--- src/rtl/ofdm_rx_decode_ctrl_pkg.sv ---
// Shared types, constants and the rate lookup for the OFDM RX decode controller.
package ofdm_ctrl_pkg;

    typedef enum logic [2:0] {
        IDLE,
        SIG_RST,
        SIG_DEC,
        SIG_CHK,
        DATA_RST,
        DATA_DEC
    } state_e;

    localparam logic [3:0]  RATE_6M           = 4'b1011;
    localparam logic [15:0] SERVICE_TAIL_BITS = 16'd22;

    typedef struct packed {
        logic        valid;
        logic [15:0] n_dbps;
        logic [15:0] n_cbps;
    } rate_info_t;

    // Map a SIGNAL rate code to data/coded bits per symbol; valid=0 for unknown codes.
    function automatic rate_info_t rate_lookup(input logic [3:0] rate);
        rate_info_t info;
        info.valid  = 1'b1;
        info.n_dbps = '0;
        info.n_cbps = '0;
        case (rate)
            4'b1011: begin info.n_dbps = 16'd24;  info.n_cbps = 16'd48;  end
            4'b1111: begin info.n_dbps = 16'd36;  info.n_cbps = 16'd48;  end
            4'b1010: begin info.n_dbps = 16'd48;  info.n_cbps = 16'd96;  end
            4'b1110: begin info.n_dbps = 16'd72;  info.n_cbps = 16'd96;  end
            4'b1001: begin info.n_dbps = 16'd96;  info.n_cbps = 16'd192; end
            4'b1101: begin info.n_dbps = 16'd144; info.n_cbps = 16'd192; end
            4'b1000: begin info.n_dbps = 16'd192; info.n_cbps = 16'd288; end
            4'b1100: begin info.n_dbps = 16'd216; info.n_cbps = 16'd288; end
            default: info.valid = 1'b0;
        endcase
        return info;
    endfunction

endpackage

--- src/rtl/ofdm_rx_decode_ctrl_if.sv ---
// Front-end / decoder / status signal bundle for the OFDM RX decode controller.
interface ofdm_rx_decode_ctrl_if;
    logic        start;
    logic        abort;
    logic [7:0]  byte_in;
    logic        byte_in_strobe;
    logic        dec_reset;
    logic        dec_enable;
    logic [7:0]  dec_rate;
    logic        dec_do_descramble;
    logic [31:0] dec_num_bits;
    logic        sig_valid;
    logic        sig_error;
    logic [3:0]  pkt_rate;
    logic [11:0] pkt_len;
    logic [11:0] byte_count;
    logic        pkt_done;
    logic        pkt_timeout;
    logic        busy;

    modport master (
        input  start, abort, byte_in, byte_in_strobe,
        output dec_reset, dec_enable, dec_rate, dec_do_descramble, dec_num_bits,
        output sig_valid, sig_error, pkt_rate, pkt_len, byte_count,
        output pkt_done, pkt_timeout, busy
    );

    modport slave (
        output start, abort, byte_in, byte_in_strobe,
        input  dec_reset, dec_enable, dec_rate, dec_do_descramble, dec_num_bits,
        input  sig_valid, sig_error, pkt_rate, pkt_len, byte_count,
        input  pkt_done, pkt_timeout, busy
    );
endinterface

--- src/rtl/ofdm_rx_decode_ctrl_nsym.sv ---
// Iterative symbol-count engine: finds the coded bits covering SERVICE+TAIL+8*len data bits.
module ofdm_nsym_calc
    import ofdm_ctrl_pkg::*;
(
    input  logic        clk_i,
    input  logic        rst_ni,
    input  logic        clr_i,
    input  logic        start_i,
    input  logic [11:0] len_i,
    input  logic [15:0] n_dbps_i,
    input  logic [15:0] n_cbps_i,
    output logic        done_o,
    output logic [15:0] coded_bits_o
);

    logic [15:0] target;
    logic [15:0] acc_dbps_q;
    logic [15:0] acc_cbps_q;
    logic        run_q;
    logic        done_q;

    assign target = SERVICE_TAIL_BITS + {1'b0, len_i, 3'b000};

    // Add one symbol per cycle until the data-bit accumulator covers the target.
    always_ff @(posedge clk_i or negedge rst_ni) begin
        if (!rst_ni) begin
            acc_dbps_q <= '0;
            acc_cbps_q <= '0;
            run_q      <= 1'b0;
            done_q     <= 1'b0;
        end else if (clr_i || start_i) begin
            acc_dbps_q <= '0;
            acc_cbps_q <= '0;
            run_q      <= start_i && !clr_i;
            done_q     <= 1'b0;
        end else if (run_q) begin
            if (acc_dbps_q >= target) begin
                run_q  <= 1'b0;
                done_q <= 1'b1;
            end else begin
                acc_dbps_q <= acc_dbps_q + n_dbps_i;
                acc_cbps_q <= acc_cbps_q + n_cbps_i;
            end
        end
    end

    assign done_o       = done_q;
    assign coded_bits_o = acc_cbps_q;

endmodule

--- src/rtl/ofdm_rx_decode_ctrl.sv ---
// Sequences the OFDM decoder through SIGNAL decode/check and DATA byte counting.
module ofdm_rx_decode_ctrl
    import ofdm_ctrl_pkg::*;
#(
    parameter logic [31:0] TIMEOUT_CYCLES = 32'd100000,
    parameter logic [31:0] SIG_CODED_BITS = 32'd48
) (
    input  logic                   clk_i,
    input  logic                   rst_ni,
    ofdm_rx_decode_ctrl_if.master  ctrl
);

    state_e      state_q;
    logic        dec_reset_q, dec_enable_q, dec_desc_q;
    logic [7:0]  dec_rate_q;
    logic [31:0] dec_num_bits_q;
    logic        sig_valid_q, sig_error_q, pkt_done_q, pkt_timeout_q, busy_q;
    logic [3:0]  pkt_rate_q;
    logic [11:0] pkt_len_q, byte_count_q;
    logic [23:0] sig_q;
    logic [1:0]  sig_cnt_q;
    logic [31:0] wdog_q;

    rate_info_t  rinfo;
    logic        sig_ok;
    logic        nsym_done;
    logic [15:0] nsym_bits;
    logic        wdog_exp;

    // One lookup serves both the SIGNAL check and the DATA symbol engine.
    assign rinfo    = rate_lookup((state_q == SIG_CHK) ? sig_q[3:0] : pkt_rate_q);
    assign sig_ok   = (^sig_q[17:0] == 1'b0) && rinfo.valid &&
                      (sig_q[16:5] != '0) && (sig_q[23:18] == '0);
    assign wdog_exp = (wdog_q == TIMEOUT_CYCLES - 32'd1);

    ofdm_nsym_calc u_nsym (
        .clk_i        (clk_i),
        .rst_ni       (rst_ni),
        .clr_i        (ctrl.abort),
        .start_i      (state_q == DATA_RST),
        .len_i        (pkt_len_q),
        .n_dbps_i     (rinfo.n_dbps),
        .n_cbps_i     (rinfo.n_cbps),
        .done_o       (nsym_done),
        .coded_bits_o (nsym_bits)
    );

    // Main FSM; every output is a register updated alongside the state transition.
    always_ff @(posedge clk_i or negedge rst_ni) begin
        if (!rst_ni) begin
            state_q        <= IDLE;
            dec_reset_q    <= 1'b1;
            dec_enable_q   <= 1'b0;
            dec_rate_q     <= '0;
            dec_desc_q     <= 1'b0;
            dec_num_bits_q <= '0;
            sig_valid_q    <= 1'b0;
            sig_error_q    <= 1'b0;
            pkt_done_q     <= 1'b0;
            pkt_timeout_q  <= 1'b0;
            busy_q         <= 1'b0;
            pkt_rate_q     <= '0;
            pkt_len_q      <= '0;
            byte_count_q   <= '0;
            sig_q          <= '0;
            sig_cnt_q      <= '0;
            wdog_q         <= '0;
        end else begin
            sig_valid_q   <= 1'b0;
            sig_error_q   <= 1'b0;
            pkt_done_q    <= 1'b0;
            pkt_timeout_q <= 1'b0;
            if (ctrl.abort) begin
                state_q      <= IDLE;
                dec_reset_q  <= 1'b1;
                dec_enable_q <= 1'b0;
                busy_q       <= 1'b0;
            end else begin
                case (state_q)
                    IDLE: if (ctrl.start) begin
                        state_q        <= SIG_RST;
                        busy_q         <= 1'b1;
                        dec_reset_q    <= 1'b1;
                        dec_enable_q   <= 1'b0;
                        dec_rate_q     <= {4'b0000, RATE_6M};
                        dec_desc_q     <= 1'b0;
                        dec_num_bits_q <= SIG_CODED_BITS;
                        sig_cnt_q      <= '0;
                    end
                    SIG_RST: begin
                        state_q      <= SIG_DEC;
                        dec_reset_q  <= 1'b0;
                        dec_enable_q <= 1'b1;
                        wdog_q       <= '0;
                    end
                    SIG_DEC: if (ctrl.byte_in_strobe) begin
                        sig_q     <= {ctrl.byte_in, sig_q[23:8]};
                        sig_cnt_q <= sig_cnt_q + 2'd1;
                        wdog_q    <= '0;
                        if (sig_cnt_q == 2'd2) state_q <= SIG_CHK;
                    end else if (wdog_exp) begin
                        pkt_timeout_q <= 1'b1;
                        state_q       <= IDLE;
                        dec_reset_q   <= 1'b1;
                        dec_enable_q  <= 1'b0;
                        busy_q        <= 1'b0;
                    end else begin
                        wdog_q <= wdog_q + 32'd1;
                    end
                    SIG_CHK: if (sig_ok) begin
                        sig_valid_q    <= 1'b1;
                        pkt_rate_q     <= sig_q[3:0];
                        pkt_len_q      <= sig_q[16:5];
                        state_q        <= DATA_RST;
                        dec_reset_q    <= 1'b1;
                        dec_rate_q     <= {4'b0000, sig_q[3:0]};
                        dec_desc_q     <= 1'b1;
                        dec_num_bits_q <= '1;
                        byte_count_q   <= '0;
                    end else begin
                        sig_error_q  <= 1'b1;
                        state_q      <= IDLE;
                        dec_reset_q  <= 1'b1;
                        dec_enable_q <= 1'b0;
                        busy_q       <= 1'b0;
                    end
                    DATA_RST: begin
                        state_q      <= DATA_DEC;
                        dec_reset_q  <= 1'b0;
                        dec_enable_q <= 1'b1;
                        wdog_q       <= '0;
                    end
                    DATA_DEC: begin
                        if (nsym_done) dec_num_bits_q <= {16'h0000, nsym_bits};
                        if (ctrl.byte_in_strobe) begin
                            byte_count_q <= byte_count_q + 12'd1;
                            wdog_q       <= '0;
                            if (byte_count_q + 12'd1 == pkt_len_q) begin
                                pkt_done_q   <= 1'b1;
                                state_q      <= IDLE;
                                dec_reset_q  <= 1'b1;
                                dec_enable_q <= 1'b0;
                                busy_q       <= 1'b0;
                            end
                        end else if (wdog_exp) begin
                            pkt_timeout_q <= 1'b1;
                            state_q       <= IDLE;
                            dec_reset_q   <= 1'b1;
                            dec_enable_q  <= 1'b0;
                            busy_q        <= 1'b0;
                        end else begin
                            wdog_q <= wdog_q + 32'd1;
                        end
                    end
                    default: begin
                        state_q      <= IDLE;
                        dec_reset_q  <= 1'b1;
                        dec_enable_q <= 1'b0;
                        busy_q       <= 1'b0;
                    end
                endcase
            end
        end
    end

    assign ctrl.dec_reset         = dec_reset_q;
    assign ctrl.dec_enable        = dec_enable_q;
    assign ctrl.dec_rate          = dec_rate_q;
    assign ctrl.dec_do_descramble = dec_desc_q;
    assign ctrl.dec_num_bits      = dec_num_bits_q;
    assign ctrl.sig_valid         = sig_valid_q;
    assign ctrl.sig_error         = sig_error_q;
    assign ctrl.pkt_rate          = pkt_rate_q;
    assign ctrl.pkt_len           = pkt_len_q;
    assign ctrl.byte_count        = byte_count_q;
    assign ctrl.pkt_done          = pkt_done_q;
    assign ctrl.pkt_timeout       = pkt_timeout_q;
    assign ctrl.busy              = busy_q;

endmodule

--- src/flat_wrapper.sv ---
// flat-port wrapper written by rule: the top's interface ports become plain ports
module ofdm_rx_decode_ctrl_flat import ofdm_ctrl_pkg::*;
#(
    parameter logic [31:0] TIMEOUT_CYCLES = 32'd100000,
    parameter logic [31:0] SIG_CODED_BITS = 32'd48
)
  (clk_i, rst_ni, ctrl_start, ctrl_abort, ctrl_byte_in, ctrl_byte_in_strobe, ctrl_dec_reset, ctrl_dec_enable, ctrl_dec_rate, ctrl_dec_do_descramble, ctrl_dec_num_bits, ctrl_sig_valid, ctrl_sig_error, ctrl_pkt_rate, ctrl_pkt_len, ctrl_byte_count, ctrl_pkt_done, ctrl_pkt_timeout, ctrl_busy);
  ofdm_rx_decode_ctrl_if ctrl_i ();
  input  logic clk_i;
  input  logic rst_ni;
  input wire logic [$bits(ctrl_i.start)-1:0] ctrl_start;
  input wire logic [$bits(ctrl_i.abort)-1:0] ctrl_abort;
  input wire logic [$bits(ctrl_i.byte_in)-1:0] ctrl_byte_in;
  input wire logic [$bits(ctrl_i.byte_in_strobe)-1:0] ctrl_byte_in_strobe;
  output wire logic [$bits(ctrl_i.dec_reset)-1:0] ctrl_dec_reset;
  output wire logic [$bits(ctrl_i.dec_enable)-1:0] ctrl_dec_enable;
  output wire logic [$bits(ctrl_i.dec_rate)-1:0] ctrl_dec_rate;
  output wire logic [$bits(ctrl_i.dec_do_descramble)-1:0] ctrl_dec_do_descramble;
  output wire logic [$bits(ctrl_i.dec_num_bits)-1:0] ctrl_dec_num_bits;
  output wire logic [$bits(ctrl_i.sig_valid)-1:0] ctrl_sig_valid;
  output wire logic [$bits(ctrl_i.sig_error)-1:0] ctrl_sig_error;
  output wire logic [$bits(ctrl_i.pkt_rate)-1:0] ctrl_pkt_rate;
  output wire logic [$bits(ctrl_i.pkt_len)-1:0] ctrl_pkt_len;
  output wire logic [$bits(ctrl_i.byte_count)-1:0] ctrl_byte_count;
  output wire logic [$bits(ctrl_i.pkt_done)-1:0] ctrl_pkt_done;
  output wire logic [$bits(ctrl_i.pkt_timeout)-1:0] ctrl_pkt_timeout;
  output wire logic [$bits(ctrl_i.busy)-1:0] ctrl_busy;
  assign ctrl_i.start = ctrl_start;
  assign ctrl_i.abort = ctrl_abort;
  assign ctrl_i.byte_in = ctrl_byte_in;
  assign ctrl_i.byte_in_strobe = ctrl_byte_in_strobe;
  assign ctrl_dec_reset = ctrl_i.dec_reset;
  assign ctrl_dec_enable = ctrl_i.dec_enable;
  assign ctrl_dec_rate = ctrl_i.dec_rate;
  assign ctrl_dec_do_descramble = ctrl_i.dec_do_descramble;
  assign ctrl_dec_num_bits = ctrl_i.dec_num_bits;
  assign ctrl_sig_valid = ctrl_i.sig_valid;
  assign ctrl_sig_error = ctrl_i.sig_error;
  assign ctrl_pkt_rate = ctrl_i.pkt_rate;
  assign ctrl_pkt_len = ctrl_i.pkt_len;
  assign ctrl_byte_count = ctrl_i.byte_count;
  assign ctrl_pkt_done = ctrl_i.pkt_done;
  assign ctrl_pkt_timeout = ctrl_i.pkt_timeout;
  assign ctrl_busy = ctrl_i.busy;
  ofdm_rx_decode_ctrl #(.TIMEOUT_CYCLES(TIMEOUT_CYCLES), .SIG_CODED_BITS(SIG_CODED_BITS)) u_core (.clk_i(clk_i), .rst_ni(rst_ni), .ctrl(ctrl_i));
endmodule
--- config.mk ---
export PLATFORM = sky130hd
export DESIGN_NAME = ofdm_rx_decode_ctrl_flat
export DESIGN_NICKNAME = d
export VERILOG_FILES = /design/src/rtl/ofdm_rx_decode_ctrl_pkg.sv /design/src/rtl/ofdm_rx_decode_ctrl_if.sv /design/src/rtl/ofdm_rx_decode_ctrl_nsym.sv /design/src/rtl/ofdm_rx_decode_ctrl.sv /design/src/flat_wrapper.sv
export SDC_FILE = /design/constraint.sdc
export NUM_CORES = 1
export LEC_CHECK = 0
export ABC_AREA = 1
export BUFFER_PORTS_ARGS = -buffer_cell sky130_fd_sc_hd__buf_2
export CORE_MARGIN = 5
export CORE_UTILIZATION = 30
export DETAILED_ROUTE_END_ITERATION = 10
export PLACE_DENSITY_LB_ADDON = 0.12
export SYNTH_ARGS = -nofsm -noshare
export SYNTH_HDL_FRONTEND = slang
export SYNTH_SLANG_ARGS = --single-unit
--- constraint.sdc ---
create_clock -name clk_i -period 2.6 [get_ports clk_i]
set_input_delay 0.52 -clock clk_i [delete_from_list [all_inputs] [get_ports clk_i]]
set_output_delay 0.52 -clock clk_i [all_outputs]
set_load 0.005 [all_outputs]
Word-level counts from Yosys, hierarchy flattened. Cells that the tools add are included.

Reduce and logical (&&, ||, !) cells: 33. $lt $le $gt $ge: 1. Bitwise operators: 2. Add/subtract/negate cells: 6. Multiplexer cells: 76. Equality and inequality tests: 29.

Operators by type and width (count): 24-bit one-hot mux with 8 select lines (1); 32-bit two-way mux (5); 16-bit two-way mux (6); 32-bit one-hot mux with 3 select lines (1); 32-bit one-hot mux with 2 select lines (1); 1-bit two-way mux (39); 16-bit adder (2); 32-bit by 1-bit adder with 32-bit output (second input constant) (1); 32-bit by 17-bit == test with 1-bit output (second input constant) (1); 4-bit == test (second input constant) (8); 12-bit two-way mux (2); 3-bit two-way mux (8); 12-bit one-hot mux with 2 select lines (1); 3-bit one-hot mux with 6 select lines (1); 18-bit parity (1); 5-bit by 15-bit adder with 16-bit output (first input constant) (1); 16-bit >= comparator (1); 8-bit two-way mux (2); 8-bit one-hot mux with 2 select lines (1); 4-bit AND reduction (4); 3-bit AND reduction (5); 12-bit by 1-bit adder with 12-bit output (second input constant) (1); 12-bit == test (1); 3-bit inequality test (second input constant) (4); 27 further kinds (49).

Register bits: 171. Output and inout bits: 76. Bits of input ports: 13.

Depth between registers and ports, before layout.
Word-level depth: 11. Mapped depth: 22.

Cells and area by module. From an unflattened synthesis, not the netlist that was laid out.

Cell total of the unflattened synthesis: 1498. Area, all modules: 10421.2 sq um.

Modules (own cells, without submodules): ofdm_rx_decode_ctrl (instances 1, area each 6899.1 sq um, cells an instance 966, seq. area each 2954.1 sq um); ofdm_nsym_calc (instances 1, area each 3522.1 sq um, cells an instance 532, seq. area each 850.8 sq um).

Least setup slack after synthesis. OpenSTA, ideal clock, no wires.

Kind: register to register. Start point: reg u_core.pkt_len_q[1] (netlist: u_core.ctrl.pkt_len[1]). End point: reg u_core.u_nsym.acc_dbps_q[12]. Arrival time: 2.801 ns. Period minus slack after synthesis: 2.884 ns. Setup slack: -0.284 ns. Stages on the path, launching flop included: 17. Buffers on the path: 1. Data required time: 2.517 ns. Path through: dfrtp_1 ha_1 nand3_1 nor2_1 nand2_1 nor3b_1 nand3_1 xor2_1 ha_1 nand2_1 o21ai_0 a21oi_1 nand3_1 nor2_1 inv_1 clkbuf_1 o22ai_1.

Cells in the longest elaborated chain, start to end: 4.

Ends and longest elaborated chain: start: declaration (RTL line ofdm_rx_decode_ctrl.sv:19) `logic [11:0] pkt_len_q, byte_count_q;`; start signal: assignment (RTL line ofdm_rx_decode_ctrl.sv:113) `pkt_len_q <= sig_q[16:5];`; 5-bit by 15-bit adder with 16-bit output (RTL line ofdm_rx_decode_ctrl_nsym.sv:22) `assign target = SERVICE_TAIL_BITS + {1'b0, len_i, 3'b000};`; 16-bit >= comparator (RTL line ofdm_rx_decode_ctrl_nsym.sv:37) `if (acc_dbps_q >= target) begin`; 2-bit inequality test (no source line); 2-bit AND reduction (no source line); end signal: assignment (RTL line ofdm_rx_decode_ctrl_nsym.sv:41) `acc_dbps_q <= acc_dbps_q + n_dbps_i;`; end: declaration (RTL line ofdm_rx_decode_ctrl_nsym.sv:17) `logic [15:0] acc_dbps_q;`.

Every way passes these cells. A chain may end at the register's enable or synchronous reset.

Worst setup path in the final report.
Start point: reg u_core.state_q[2]. End point: reg u_core.u_nsym.acc_dbps_q[14].

Cells in the longest elaborated chain, start to end: 8.

Ends and longest elaborated chain: start: declaration (RTL line ofdm_rx_decode_ctrl.sv:13) `state_e state_q;`; start signal: assignment (RTL line ofdm_rx_decode_ctrl.sv:51) `state_q <= IDLE;`; start signal: assignment (RTL line ofdm_rx_decode_ctrl.sv:74) `state_q <= IDLE;`; start signal: assignment (RTL line ofdm_rx_decode_ctrl.sv:81) `state_q <= SIG_RST;`; 3-bit by 2-bit == test with 1-bit output (RTL line ofdm_rx_decode_ctrl.sv:31) `assign rinfo = rate_lookup((state_q == SIG_CHK) ? sig_q[3:0] : pkt_rate_q);`; 4-bit two-way mux (RTL line ofdm_rx_decode_ctrl.sv:31); 4-bit == test (RTL line ofdm_rx_decode_ctrl_pkg.sv:28) `case (rate)`; 24-bit one-hot mux with 8 select lines (RTL line ofdm_rx_decode_ctrl_pkg.sv:28); 16-bit adder (RTL line ofdm_rx_decode_ctrl_nsym.sv:41); 16-bit two-way mux (RTL line ofdm_rx_decode_ctrl_nsym.sv:37); 16-bit two-way mux (RTL line ofdm_rx_decode_ctrl_nsym.sv:36) `end else if (run_q) begin`; 16-bit two-way mux (RTL line ofdm_rx_decode_ctrl_nsym.sv:31) `end else if (clr_i || start_i) begin`.

Parallel ways exist; a longest one is shown, timed or not. The select of a mux whose other input is x is not followed.

==> metrics.md <==
| Metric | Value |
|---|---|
| N_diodes | 0 |
| Status | finished with violations |
| Number of global-route vias before repair | between 7k and 8k |
| Post-synth top area share | between 30% and 40% |
| Peak VDD IR | roughly 0.43 mV |
| Clk pin slew, worst setup/hold paths | approximately 60 ps |
| Io pins | 89 |
| Tightest Pin Transition | around 590 ps |
| Post-route clock period utilization | 108% |
| Filler cell count | 3092 |
| Upper clock frequency limit | roughly 360 MHz |
| CP arrival | ~3100 ps |
| Post-DP HPWL | around 20 mm |
| Leakage | ~5.6 nW |
| Clk sinks | 143 |
| Cell Area, Synth | between 8000 and 9000 sq um |
| Synth top area cells | dfrtp_1, nand2_1, inv_1 |
| Post-cts hold buffer count | 0 |
| Core area | slightly below 30000 sq um |
| CP Capture Type | flip-flop |
| Req. time, crit path | 2910 ps |
| Endpoints failing setup | 27 |
| Syn Area/Cell | between 7 and 8 sq um |
| Crit-path max cell delay | roughly 380 ps |
| Quantity of I/O buffers inserted on ports | 84 |
| Bufs and invs on worst path | 4 |
| Critical path startpoint category | flip-flop |
| Max Buffers Root-to-Sink | 2 |
| Post-synth top flop | dfrtp_1 |
| DRC | 0 |
| Slowest cell on crit path | dfrtp_1 |
| Layout Skew | approximately 12 ps |
| Sequential share of the synthesized area | around two fifths |
| CTS Buf Count | 17 |
| CP max FO | 8 |
| Setup CP Type | reg -> reg |
| Period minus WS final | between 2000 and 3000 ps |
| Failing checks | negative setup slack |
| Layout cells sized above 1 | between 20 and 30% |
| Power per cell area | roughly 740 nW/um^2 |
| Ys async rst share | 100% |
| Initial antenna violation count | 0 |
| Die Area | ~33000 sq um |
| Setup WS pre-CTS | -261 ps |
| P&R area growth vs syn | 31.8% |
| DRT Pass-1 Iters | 4 |
| CP top delay family | simple AND/OR/NAND/NOR gates |
| Yosys reg bits | between 100 and 150 |
| Overall power | just under 9 mW |
| DR vias/cell | between 4 and 5 |
| Min setup slack post-route | -216 ps |
| First-pass GRT wire length | 42.6 mm |
| ANT nets after route | 0 |
| Total Wirelength | about 27 mm |
| Routed len/inst | between 10 and 15 microns |
| Largest net degree at the start of global routing | 55 |
| CTS tree | yes |
| Total track usage | between 15 and 20% |
| H-tree depth | 4 |
| Cell taking the most area after synthesis | dfrtp_1 |
| Die W | 182 microns |
| Slew HR | 60.5% |
| Vias | 8194 |
| Ys Warns | 0 |
| Worst-path cell chain | inv_2 > nand2_4 > nor2_8 > buf_6 > buf_4 > o21ai_4 > inv_2 > nor2_4 > nand2_1 > nand3_2 > ha_4 > nand2_1 > nor3_2 > nor2_2 > nor2_1 > nand2_1 > nor2_2 > nand3_2 > o21ai_1 > a21oi_1 |
| CTS Root Cell | clkbuf_16 |
| Max-cap violations | 0 |
| Die Y | between 150 and 200 microns |
| Tightest Hold Check Type | in -> async |
| GRT overflow | 0 |
| Worst Hold Slack | 21.2 ps |
| Starting DRT DRC Count | approximately 350 |
| Starting Density | between 30% and 40% |
| Most common library cells after synthesis | nand2_1, dfrtp_1, inv_1 |
| Count leader, synth | nand2_1 |
| # nets final | 1429 |
| Cells after Synth | 1207 |
| Gpl congestion | 0.853 |
| Num rows | 63 |
| Worst-Skew Late Latency | 440 ps |
| Final Core Density | between 30% and 40% |
| Final hold vios | 0 |
| Cell mode on critical path | nand2_1 |
| Number of synthesized flops with an enable pin | 0 |
| RSZ-0062 raised after global routing | true |
| Slew Viols, Final | 0 |
| Library cells used by synthesis | 52 |
[through the flow]
step / TNS [ps] / instance area [sq um] / instances
6_report: -2620 / 11700 / 1789
5_1_grt: -6960 / 11700 / 1789
3_5_place_dp: -5230 / 10300 / 1720
3_3_place_gp: -3490 / 10300 / 1720
2_1_floorplan: -809 / 9020 / 1210
4_1_cts: -1430 / 11200 / 1773
[report_power, final]
part	switching (mW)	leakage (nW)	internal (mW)
Sequential	0.388	1.90	2.62
Combinational	1.92	3.42	1.28
Clock	1.08	0.271	1.36
Total	3.39	5.59	5.26
[kinds of logic (layout without fill, tap and decap cells)]
logic type | count (synthesis) | in the layout | share of synthesized area, %
compound gates | 162 | 162 | 9.73
xor+xnor | 42 | 42 | 4.29
fa+ha+maj | 30 | 30 | 4.39
buf+inv | 197 | 386 | 9.99
flops | 143 | 143 | 40.2
mux | 1 | 1 | 0.127
other cells | 1 | 4 | 0.0422
simple gates | 631 | 631 | 31.2
[registers in the layout (all words and copies together) (netlist names), 2 cells and up]
signal,cells
u_core.sig_cnt_q,2
u_core.state_q,3
u_core.ctrl.pkt_rate,4
u_core.u_nsym.acc_dbps_q,14
u_core.u_nsym.coded_bits_o,12
u_core.wdog_q,32
u_core.ctrl.dec_rate,4
u_core.ctrl.dec_num_bits,14
u_core.ctrl.byte_count,12
u_core.sig_q,24
u_core.ctrl.pkt_len,12
[cell type report]
type / count / area (sq um) / share of cell area, %
flip-flops and latches: 143 / 3580 / 30.5
well taps: 390 / 488 / 4.16
clock inverters: 14 / 134 / 1.14
clock buffers: 18 / 439 / 3.75
multi-input cells: 870 / 5020 / 42.8
repair inverters: 2 / 17.5 / 0.149
inverters: 148 / 571 / 4.87
repair buffers: 204 / 1480 / 12.6
[what timing repair did]
item,CTS,global route
gates cloned,0,2
setup endpoints to repair,27,28
pin swaps,21,21
setup buffers,21,17
resized for setup,37,113
[worst register-to-register path, delay by kind of cell, from the launching register on]
family	cells	cell delay, ps
DFF	1	380
and+or+nand+nor	12	1350
AOI/OAI and AO/OA	3	270
adders and majority gates	1	310
buffers and inverters	4	400
[worst paths after layout]
| path | slack, ps | depth (start not counted) | from | end |
|---|---|---|---|---|
| min in group clk_i | 290 | 3 | ctrl_byte_in[7] | u_core.sig_q[23] |
| worst min register to register | 460 | 2 | u_core.ctrl.dec_num_bits[10] | u_core.ctrl.dec_num_bits[10] |
| worst max register to register | -220 | 20 | u_core.state_q[2] | u_core.u_nsym.acc_dbps_q[14] |
| worst max-delay path | -220 | 20 | u_core.state_q[2] | u_core.u_nsym.acc_dbps_q[14] |
| max in group asynchronous | 1900 | 2 | rst_ni | u_core.ctrl.dec_reset |
| worst min-delay path | 20 | 1 | rst_ni | u_core.ctrl.dec_num_bits[12] |
[routing by layer]
metal | track usage (%) | part of all wire [%] | routed length, microns | vias to the layer above
met4 | 3.81 | 1.4 | 382 | 0
met1 | 21.1 | 47 | 12400 | 3849
met5 | 0 | 0 | 0 | -
met3 | 3.07 | 2.6 | 682 | 23
li1 | - | - | - | 4225
met2 | 27.3 | 49 | 13200 | 97
[placed cells by master (no fill, tap or decap), drive strengths merged, types with 2 or more instances in the layout]
cell type / count
nand2: 348
buf: 204
inv: 151
dfrtp: 142
nor2: 135
o21ai: 100
nand3: 70
a21oi: 39
xor2: 32
nor3: 31
ha: 28
nand4: 23
clkbuf: 18
o22ai: 14
nor4: 10
xnor2: 9
clkinv: 8
and3: 6
nand3b: 4
conb: 4
clkinvlp: 4
o211ai: 2
fa: 2
nor3b: 2
(Power assumes the default switching activity.)
